<file path="config.mk">
export PLATFORM = sky130hd
export DESIGN_NAME = alu_seq
export DESIGN_NICKNAME = d
export VERILOG_FILES = /design/src/rtl/alu_seq.sv
export SDC_FILE = /design/constraint.sdc
export NUM_CORES = 1
export LEC_CHECK = 0
export ABC_AREA = 1
export ABC_CLOCK_PERIOD_IN_PS = 3900
export CORE_AREA = 2 2 90 92
export DETAILED_ROUTE_END_ITERATION = 8
export DIE_AREA = 0 0 92 94
export PLACE_DENSITY = 0.92
export REMOVE_ABC_BUFFERS = 1
export SKIP_LAST_GASP = 1
export SLEW_MARGIN = 20
export SYNTH_ARGS = -nofsm -noshare
export SYNTH_HDL_FRONTEND = slang
export SYNTH_SLANG_ARGS = --single-unit
</file>
<file path="constraint.sdc">
create_clock -name clk -period 3.9 [get_ports clk]
set_clock_uncertainty 0.1 [all_clocks]
set_input_delay 0.78 -clock clk [delete_from_list [all_inputs] [get_ports clk]]
set_output_delay 0.78 -clock clk [all_outputs]
set_load 0.005 [all_outputs]
</file>
<file path="src/rtl/alu_seq.sv">
// Handshaked ALU: ADD/SUB/SET_LOW/SET_HIGH/PASS_A in one cycle, signed MUL by radix-2 shift-add.
// Optional ALU_SAT_EN clamps overflowing ADD/SUB results to the signed range instead of wrapping.
module alu_seq #(
  parameter int WIDTH = 8,
  parameter int CNT_W = $clog2(WIDTH) + 1
) (
  input  logic             clk,
  input  logic             reset,
  input  logic             in_valid,
  output logic             in_ready,
  input  logic [2:0]       op,
  input  logic [WIDTH-1:0] operanda,
  input  logic [WIDTH-1:0] operandb,
  output logic             out_valid,
  input  logic             out_ready,
  output logic [WIDTH-1:0] result,
  output logic             flag_z,
  output logic             flag_n,
  output logic             flag_v,
  output logic             flag_c
);

  localparam logic [2:0] OP_ADD      = 3'b000;
  localparam logic [2:0] OP_SUB      = 3'b001;
  localparam logic [2:0] OP_SET_LOW  = 3'b010;
  localparam logic [2:0] OP_SET_HIGH = 3'b011;
  localparam logic [2:0] OP_MUL      = 3'b100;
  localparam int         HALF        = WIDTH / 2;

  typedef enum logic [1:0] {IDLE, MUL, DONE} state_t;

  state_t             state;
  logic [2*WIDTH-1:0] acc;
  logic [2*WIDTH-1:0] mcand;
  logic [WIDTH-1:0]   mplier;
  logic               prod_neg;
  logic [CNT_W-1:0]   cnt;

  logic [WIDTH:0]     sum;
  logic [WIDTH:0]     diff;
  logic [WIDTH-1:0]   alu_res;
  logic               alu_v;
  logic               alu_c;
  logic [WIDTH-1:0]   mag_a;
  logic [WIDTH-1:0]   mag_b;
  logic [2*WIDTH-1:0] prod_s;
  logic               mul_v;

  assign in_ready = (state == IDLE);

  // Single-cycle operations, evaluated straight from the inputs while IDLE.
  always_comb begin
    sum     = {1'b0, operanda} + {1'b0, operandb};
    diff    = {1'b0, operanda} - {1'b0, operandb};
    alu_res = operanda;
    alu_v   = 1'b0;
    alu_c   = 1'b0;
    case (op)
      OP_ADD: begin
        alu_res = sum[WIDTH-1:0];
        alu_c   = sum[WIDTH];
        alu_v   = (operanda[WIDTH-1] == operandb[WIDTH-1]) &&
                  (sum[WIDTH-1] != operanda[WIDTH-1]);
      end
      OP_SUB: begin
        alu_res = diff[WIDTH-1:0];
        alu_c   = diff[WIDTH];
        alu_v   = (operanda[WIDTH-1] != operandb[WIDTH-1]) &&
                  (diff[WIDTH-1] != operanda[WIDTH-1]);
      end
      OP_SET_LOW:  alu_res = {operanda[WIDTH-1:HALF], operandb[HALF-1:0]};
      OP_SET_HIGH: alu_res = {operandb[HALF-1:0], operanda[HALF-1:0]};
      default:     alu_res = operanda;
    endcase
`ifdef ALU_SAT_EN
    // Overflow direction always follows operand A's sign for both ADD and SUB.
    if (alu_v)
      alu_res = operanda[WIDTH-1] ? {1'b1, {(WIDTH-1){1'b0}}} : {1'b0, {(WIDTH-1){1'b1}}};
`endif
  end

  // WIDTH-bit unsigned magnitudes represent the most-negative value exactly.
  always_comb begin
    mag_a  = operanda[WIDTH-1] ? -operanda : operanda;
    mag_b  = operandb[WIDTH-1] ? -operandb : operandb;
    prod_s = prod_neg ? -acc : acc;
    mul_v  = !((&prod_s[2*WIDTH-1:WIDTH-1]) || !(|prod_s[2*WIDTH-1:WIDTH-1]));
  end

  // Control FSM with registered result, flags and out_valid.
  always_ff @(posedge clk) begin
    if (reset) begin
      state     <= IDLE;
      acc       <= '0;
      mcand     <= '0;
      mplier    <= '0;
      prod_neg  <= 1'b0;
      cnt       <= '0;
      result    <= '0;
      flag_z    <= 1'b0;
      flag_n    <= 1'b0;
      flag_v    <= 1'b0;
      flag_c    <= 1'b0;
      out_valid <= 1'b0;
    end else begin
      case (state)
        IDLE: begin
          if (in_valid) begin
            if (op == OP_MUL) begin
              acc      <= '0;
              mcand    <= {{WIDTH{1'b0}}, mag_a};
              mplier   <= mag_b;
              prod_neg <= operanda[WIDTH-1] ^ operandb[WIDTH-1];
              cnt      <= CNT_W'(WIDTH);
              state    <= MUL;
            end else begin
              result    <= alu_res;
              flag_z    <= (alu_res == '0);
              flag_n    <= alu_res[WIDTH-1];
              flag_v    <= alu_v;
              flag_c    <= alu_c;
              out_valid <= 1'b1;
              state     <= DONE;
            end
          end
        end
        MUL: begin
          if (cnt == '0) begin
            result    <= prod_s[WIDTH-1:0];
            flag_z    <= (prod_s[WIDTH-1:0] == '0);
            flag_n    <= prod_s[WIDTH-1];
            flag_v    <= mul_v;
            flag_c    <= 1'b0;
            out_valid <= 1'b1;
            state     <= DONE;
          end else begin
            if (mplier[0])
              acc <= acc + mcand;
            mcand  <= mcand << 1;
            mplier <= mplier >> 1;
            cnt    <= cnt - CNT_W'(1);
          end
        end
        DONE: begin
          if (out_ready) begin
            out_valid <= 1'b0;
            state     <= IDLE;
          end
        end
        default: state <= IDLE;
      endcase
    end
  end

endmodule

</file>
==> flow_summary.toml, run 1 <==
[logic_synthesis]
synth_seq_cells = 59
synthArstFlopShare_pct = 0
syn_area_per_cell_um2 = 6.38
netlist_instances = 756
synth_area_um2 = 4820
ys_seq_area_share_pct = 24.5
synth.distinct_cells = 43
synth_ff_type = "dfxtp_1"
synth_warnings = 0
synth_edf_count = 0

[detailed_routing]
wl_um = 14200
vias_per_cell = 6.06
ant_nets = 0
drt_iter0_drc = 525
num_vias = 5400
avgRoutedWirePerCell_um = 16.0
drtPass1Iterations = 5
remaining_drc_errors = 0

[clock_network]
clock_latency_ns = 0.34
cts_tree = "built"
postCtsSetupBuffers = 0
root_buffer = "clkbuf_8"
holdBufCountCts = 0
clock_sinks = 59
htree_levels = 3
clk_path_buf_depth = 2
clk_pin_slew_ns = 0.07
cts_resized = 0
cts_buffers = 9

[sta]
period_needed_ns = 3.07
fmax_ghz = 0.325
fin_ws_ns = 0.827
fin_worst_hold_slack_ns = 0.368
finalMaxSlewViolations = 0
setup_viol = 0
tightest_slew_ns = 0.556
slew_headroom_pct = 62.8
hold_viol = 0
finalCritPeriodShare_pct = 78.8
tns_ns = 0
rsz0062_at_grt = "no"

[setup_path]
required_ns = 4.07
path_buf_inv = 2
cp_max_fo = 7
path_cells = "clkdlybuf4s50_1 > ha_1 > inv_1 > fa_1 > or2_2 > nand3_1 > nand4_1 > nor3_1 > nand2_1 > nor2_1 > nand3_1 > a21oi_1"
path_depth = 12
path_delay_family = "simple AND/OR/NAND/NOR gates"
start_kind = "input port"
rr_worst_depth = 13
critPathMaxStageDelay_ns = 0.64
cp_slowest_cell = "clkdlybuf4s50_1"
path_class = "input port to flip-flop"
arrival_ns = 3.25
critPathCaptureType = "flip-flop"
cp_common_cell = "nand3_1"

[global_route]
grt_pass1_wl_um = 23400
grt_antenna_before_repair = 0
grt_pass1_vias = 4975
grt_max_degree = 47
grtUsageTotal_pct = 33.7
grt_overflow = 0

[floorplanning]
dieArea_um2 = 8650
fp-row-count = 32
die_h_um = 94
core_area_um2 = 7610
io_pins = 37
dieWidth_um = 92
start_util_pct = 63.4

[finish]
fillers = 643
fin_util_pct = 71.7
layout_common_cells = "202 x nand2_1, 78 x a21oi_1, 74 x inv_1"
nNetsFinal = 847
n_antenna_cell = 0
final_common_cell = "nand2_1"
drive_above_1_share_pct = 6.59
area.growth.synth_to_final_pct = 13.2

[hold_path]
hold-path-cell-count = 2
worstHoldPathType = "flip-flop to flip-flop"

[placement]
pre_cts_ws_ns = 0.549
gp_congestion = 0.980
portBuffers = 36
dpl.hpwl_um = 10600

[power]
p_switching_uw = 476
power.density_nw_per_um2 = 298
seq_power_share_pct = 39.6
p_leak_uw = 0.00252
p_sw_share_pct = 29.3
vdd_drop_max_v = 0.000375
clkPwrFrac_pct = 39.8
pwr-share-comb_pct = 20.6
internal-power_uw = 1150

[outcome]
status = "finished clean"

[run]
max-cap-violations = 0
[tightest hold or removal path: cells and delay by family (launching register included)]
kind	cells	cell delay [ns]
flip-flops	1	0.31
AO/OA/AOI/OAI	1	0.06
AND/OR/NAND/NOR	1	0.06
[cell type report]
type,count,area [um^2],area share [%]
well taps,102,128,2.34
flip-flops and latches,59,1180,21.6
clock buffers,12,155,2.84
inverters,81,307,5.62
multi-input cells,592,3220,58.9
repair buffers,41,398,7.29
clock inverters,4,72.6,1.33
[per-layer routing]
layer,up-vias,global-route usage (%),share of wire [%]
met5,-,0,0
met4,0,8.21,2.0
met3,44,8.59,9.1
met2,300,56.5,47
met1,2471,43.7,42
li1,2585,-,-
[metrics by stage]
| step | std cells | power, uW | instance area [um^2] |
|---|---|---|---|
| detailed placement | 875 | 980 | 5230 |
| finish | 891 | 1620 | 5460 |
| CTS | 891 | 1620 | 5460 |
| global route | 891 | 1690 | 5460 |
| floorplan | 732 | 837 | 4700 |
| global placement | 875 | 973 | 5230 |
[power by group through the flow]
stage / Sequential, uW / Combinational, uW / Clock, uW
after global routing: 646 / 367 / 675
after CTS: 642 / 327 / 649
final: 643 / 335 / 646
after floorplan: 654 / 184 / 0
after detailed placement: 656 / 324 / 0
after global placement: 654 / 319 / 0
[sequential cells by signal, summed over array words and instances, names as in the netlist, 2 cells and up]
name and cells:
acc 16, mcand 16, mplier 8, result 8, cnt 4, state 2
[final timing paths]
| path | startpoint | endpoint | slack (ns) |
|---|---|---|---|
| max | operandb[0] | flag_z | 0.83 |
| max reg2reg | acc[0] | acc[12] | 1.31 |
| min reg2reg | mplier[7] | mplier[7] | 0.37 |
| min | mplier[7] | mplier[7] | 0.37 |
[cell usage after synthesis (3+ instances only)]
| cell type | number | share of area [%] |
|---|---|---|
| nand2_1 | 202 | 16 |
| a21oi_1 | 78 | 8.1 |
| inv_1 | 74 | 5.8 |
| nor2_1 | 60 | 4.7 |
| dfxtp_1 | 59 | 24 |
| nand3_1 | 55 | 5.7 |
| o21ai_0 | 40 | 4.2 |
| ha_1 | 37 | 9.6 |
| nor3_1 | 15 | 1.6 |
| clkbuf_1 | 12 | 0.93 |
| nand4_1 | 12 | 1.6 |
| a21oi_2 | 9 | 1.6 |
| xor2_1 | 9 | 1.6 |
| buf_2 | 8 | 0.83 |
| o21ai_1 | 8 | 0.83 |
| a31oi_1 | 7 | 0.91 |
| a22oi_1 | 6 | 0.93 |
| inv_2 | 6 | 0.47 |
| o221ai_1 | 6 | 1.1 |
| or2_2 | 6 | 0.78 |
| nand3b_1 | 5 | 0.78 |
| a21o_1 | 4 | 0.62 |
| xnor2_1 | 4 | 0.73 |
| buf_4 | 3 | 0.47 |
| fa_1 | 3 | 1.2 |
| nor2_4 | 3 | 0.70 |
| o211ai_1 | 3 | 0.47 |
[cell families after synthesis]
kind of cell    Yosys count  synth area share (%)
compound gates          169                  20.1
xor+xnor                 13                  2.36
buf+inv                 105                  8.82
simple gates            370                  33.4
flops                    59                  24.5
fa+ha+maj                40                  10.8
Power figures use the tool's default switching activity.
==> run 2: changes to the inputs <==
--- a/config.mk
+++ b/config.mk
@@ -6,11 +6,11 @@
 export NUM_CORES = 1
 export LEC_CHECK = 0
 export ABC_AREA = 1
-export ABC_CLOCK_PERIOD_IN_PS = 3900
-export CORE_AREA = 2 2 90 92
+export ABC_CLOCK_PERIOD_IN_PS = 3200
+export CORE_AREA = 2 2 93 95
 export DETAILED_ROUTE_END_ITERATION = 8
-export DIE_AREA = 0 0 92 94
-export PLACE_DENSITY = 0.92
+export DIE_AREA = 0 0 95 97
+export PLACE_DENSITY = 0.87
 export REMOVE_ABC_BUFFERS = 1
 export SKIP_LAST_GASP = 1
 export SLEW_MARGIN = 20
==> constraint.sdc (replaced) <==
create_clock -name clk -period 3.2 [get_ports clk]
set_clock_uncertainty 0.1 [all_clocks]
set_input_delay 0.64 -clock clk [delete_from_list [all_inputs] [get_ports clk]]
set_output_delay 0.64 -clock clk [all_outputs]
set_load 0.005 [all_outputs]
==> run 2 against run 1 <==
  * Cell area up 2.1%
  * Via count down 1.9%
  * Critical endpoint unchanged
  * Core utilization down 3.2 points
  * Combinational power up 24%
  * Non-clock buffer count up 13
  * Power up 25%
  * Sequential power up 22%
  * Register-to-register slack worse by 0.75 ns
  * Cell count up 1.8%
  * Sequential share of layout area down 0.45 points
  * Count of clock-buffer cells in the layout down 2
  * Clock power up 29%
==> flow_summary.toml, run 2 (synthesis results as in run 1) <==
[detailed_routing]
drt_iter0_drc = 364
vias_per_cell = 5.84
remaining_drc_errors = 0
ant_nets = 0
avgRoutedWirePerCell_um = 15.3
drtPass1Iterations = 5
num_vias = 5300
dr_wl_met2_um = 6130
wl_met3_um = 1210
drt-met1-wl_um = 6200
dr.max_layer_used = "met4"
wl_um = 13900

[outcome]
status = "finished clean"

[setup_path]
required_ns = 3.37
critPathCaptureType = "flip-flop"
cp_max_fo = 5
arrival_ns = 2.95
rr_worst_depth = 13
start_kind = "input port"
path_class = "input port to flip-flop"

[global_route]
grtUsageTotal_pct = 31.4
grt_max_degree = 47
grt_overflow = 0
grt_pass1_wl_um = 23300
grt_pass1_vias = 4927
grt_antenna_before_repair = 0

[finish]
n_antenna_cell = 0
area.growth.synth_to_final_pct = 15.5
final_common_cell = "nand2_1"
drive_above_1_share_pct = 8.10
layout_common_cells = "202 x nand2_1, 78 x a21oi_1, 74 x inv_1"
nNetsFinal = 860
reg.largest.list = "acc: 16 flops, mcand: 16 flops"

[placement]
dpl.hpwl_um = 10500
portBuffers = 36
gp_congestion = 0.968

[floorplanning]
dieWidth_um = 95
die_h_um = 97
fp-row-count = 33
dieArea_um2 = 9220
core_area_um2 = 8130
start_util_pct = 59.3
io_pins = 37

[clock_network]
postCtsSetupBuffers = 0
clock_latency_ns = 0.34
cts_resized = 0
cts_buffers = 9
root_buffer = "clkbuf_8"
clock_sinks = 59
holdBufCountCts = 0
clk_path_buf_depth = 2
clk_pin_slew_ns = 0.07
cts_tree = "built"
htree_levels = 3

[power]
p_leak_uw = 0.00258
power.density_nw_per_um2 = 365
vdd_drop_max_v = 0.000331

[sta]
finalCritPeriodShare_pct = 86.8
tightest_slew_ns = 0.529
period_needed_ns = 2.78
fmax_ghz = 0.360
slew_headroom_pct = 64.6
hold_viol = 0
tns_ns = 0
finalMaxSlewViolations = 0
fin_worst_hold_slack_ns = 0.364
setup_viol = 0
rsz0062_at_grt = "no"

[hold_path]
worstHoldPathType = "flip-flop to flip-flop"
hold-path-cell-count = 2

[run]
max-cap-violations = 0
## run 2: final timing paths
path                    start       to  slack [ns]
setup / recovery  operanda[0]   flag_z        0.42
hold / removal         flag_c   flag_c        0.36
setup reg to reg       acc[0]  acc[12]        0.56
hold reg to reg        flag_c   flag_c        0.36
## run 2: stage by stage
stage	area, um^2	setup WS (ns)	utilization (%)	cells	power [uW]
CTS	5570	0.474	68.5	907	2040
floorplan	4700	0.492	-	732	1020
detailed placement	5330	0.127	65.5	891	1200
global placement	5330	0.193	65.5	891	1200
finish	5570	0.421	68.5	907	2030
global route	5570	0.297	68.5	907	2120
## run 2: final cells by class
| type | instances | area [um^2] |
|---|---|---|
| Sequential cell | 59 | 1180 |
| Fill cell | 668 | 2560 |
| Tap cell | 105 | 131 |
| Clock inverter | 6 | 114 |
| Clock buffer | 10 | 128 |
| Inverter | 81 | 307 |
| Timing Repair Buffer | 54 | 495 |
| Multi-Input combinational cell | 592 | 3220 |
## run 2: per-layer routing
metal  GRT usage [%]  up-vias
met4            9.25        0
met1            43.9     2383
met5               0        -
met2            47.8      254
li1                -     2624
met3            7.71       39
## run 2: power breakdown
group	internal [uW]	leakage, uW	switching (uW)
Combinational	166	0.00199	249
Sequential	762	0.000478	20.6
Clock	519	0.000113	317
## run 2: worst max-delay path, stage by stage
cell and delay (ns):
clkdlybuf4s50_1 0.50, inv_1 0.15, ha_1 0.15, inv_1 0.05
fa_1 0.38, or2_2 0.30, nand3_1 0.08, nand4_1 0.15
nor3_1 0.17, nand2_1 0.07, nor2_1 0.11, nand3_1 0.09
a21oi_1 0.11
==> run 3: changes to the inputs <==
--- a/config.mk
+++ b/config.mk
@@ -7,10 +7,12 @@
 export LEC_CHECK = 0
 export ABC_AREA = 1
 export ABC_CLOCK_PERIOD_IN_PS = 3200
-export CORE_AREA = 2 2 93 95
+export CELL_PAD_IN_SITES_DETAIL_PLACEMENT = 1
+export CELL_PAD_IN_SITES_GLOBAL_PLACEMENT = 1
+export CORE_AREA = 2 2 111 113
 export DETAILED_ROUTE_END_ITERATION = 8
-export DIE_AREA = 0 0 95 97
-export PLACE_DENSITY = 0.87
+export DIE_AREA = 0 0 113 115
+export PLACE_DENSITY = 0.86
 export REMOVE_ABC_BUFFERS = 1
 export SKIP_LAST_GASP = 1
 export SLEW_MARGIN = 20
==> run 3 against run 2 <==
  * The flow now finishes with violations (DRC)
  * Cell area grew 2.2%
  * Sequential power is essentially flat
  * Critical path depth is the same
  * Wire length grew 22%
  * Hold slack gained 0.010 ns
  * Global-route usage shrank 4.7 points
  * Combinational power grew 5%
  * Fmax shrank 2.9%
  * Largest cell class unchanged
==> flow_summary.toml, run 3 (synthesis results as in run 1) <==
[floorplanning]
dieArea_um2 = 13000
dieWidth_um = 113
io_pins = 37
start_util_pct = 40.8
die_h_um = 115
fp-row-count = 40
core_area_um2 = 11800

[finish]
drive_above_1_share_pct = 8.33
nNetsFinal = 862
final_cell_area_um2 = 5690
n_antenna_cell = 0
final_cells = 951
final_common_cell = "nand2_1"
layout_common_cells = "202 x nand2_1, 78 x a21oi_1, 74 x inv_1"
reg.largest.list = "acc: 16 flops, mcand: 16 flops"
fillers = 1609
area.growth.synth_to_final_pct = 18.1

[sta]
period_needed_ns = 2.86
finalCritPeriodShare_pct = 89.4
fmax_ghz = 0.349
rsz0062_at_grt = "no"
tightest_slew_ns = 0.551
slew_headroom_pct = 63.2
setup_viol = 0
tns_ns = 0
finalMaxSlewViolations = 0
hold_viol = 0

[detailed_routing]
wl_um = 16900
vias_per_cell = 5.62
drtPass1Iterations = 7
ant_nets = 0
num_vias = 5344
remaining_drc_errors = 3
avgRoutedWirePerCell_um = 17.8
drt_iter0_drc = 294

[run]
max-cap-violations = 0

[clock_network]
clk_pin_slew_ns = 0.05
clock_latency_ns = 0.34
htree_levels = 3
postCtsSetupBuffers = 0
clk_path_buf_depth = 2
holdBufCountCts = 0
clock_sinks = 59
cts_tree = "built"
root_buffer = "clkbuf_16"
cts_buffers = 9
cts_resized = 0

[setup_path]
cp_max_fo = 4
required_ns = 3.36
arrival_ns = 3.02
start_kind = "input port"
critPathCaptureType = "flip-flop"
path_class = "input port to flip-flop"

[global_route]
grt_pass1_wl_um = 28200
grt_max_degree = 32
grt_antenna_before_repair = 0
grt_pass1_vias = 5617
grtUsageTotal_pct = 26.7
grt_overflow = 0

[outcome]
status = "complete, but fails checks"
violations = "DRC"

[placement]
dpl.cell_count = 935
portBuffers = 36
gp_congestion = 0.900
placed_cell_area_um2 = 5400
dpl.hpwl_um = 13000

[power]
power.density_nw_per_um2 = 386
p_leak_uw = 0.00263
vdd_drop_max_v = 0.000216

[hold_path]
worstHoldPathType = "flip-flop to flip-flop"
[run 3: cell count changes in the layout (fill, tap and decap cells not counted), sizes merged]
cell,delta
buf,+2
bufinv,-2
clkinv,+2
clkinvlp,-1
clkbuf,+1
[run 3: worst paths after layout]
path,cells after the start,slack [ns],start,end
max reg2reg,10,0.62,acc[2],acc[9]
max,13,0.34,operanda[0],flag_z
min reg2reg,2,0.37,mplier[4],mplier[4]
min,2,0.37,mplier[4],mplier[4]
[run 3: through the flow]
step | worst slack [ns] | total power [uW] | util, % | hold WS, ns
after detailed placement | 0.0455 | 1220 | 45.7 | 0.368
final | 0.338 | 2200 | 48.2 | 0.375
after floorplan | 0.492 | 1020 | - | 0.336
after global routing | 0.187 | 2280 | 48.2 | 0.400
after CTS | 0.377 | 2200 | 48.2 | 0.376
after global placement | 0.165 | 1210 | 45.7 | 0.352
[run 3: layer usage]
metal	share of wire, %	vias up	global-route usage, %
met5	0	-	0
met4	1.8	0	7.24
met3	3.0	25	3.32
met2	48	93	45.7
met1	48	2609	35.8
li1	-	2617	-
[run 3: cell type report]
cell class	instances	area, um^2	area share (%)
tap	147	184	3.23
clock buffer	11	243	4.26
multi-input combinational	592	3220	56.5
timing repair buffer	56	510	8.97
sequential	59	1180	20.7
inverter	81	307	5.38
clock inverter	5	52.6	0.923
[run 3: critical path, stage by stage]
cell             delay [ns]
clkdlybuf4s50_1        0.47
inv_1                  0.15
ha_1                   0.16
inv_1                  0.05
fa_1                   0.42
or2_2                  0.31
nand3_1                0.09
nand4_1                0.14
nor3_1                 0.18
nand2_1                0.07
nor2_1                 0.11
nand3_1                0.08
a21oi_1                0.13
[run 3: report_power, final]
| part | leakage (uW) | total [uW] | internal [uW] | switching (uW) |
|---|---|---|---|---|
| clock | 0.000145 | 981 | 620 | 361 |
| sequential | 0.000478 | 784 | 763 | 21.2 |
| combinational | 0.00200 | 434 | 169 | 265 |
| total | 0.00263 | 2200 | 1550 | 647 |
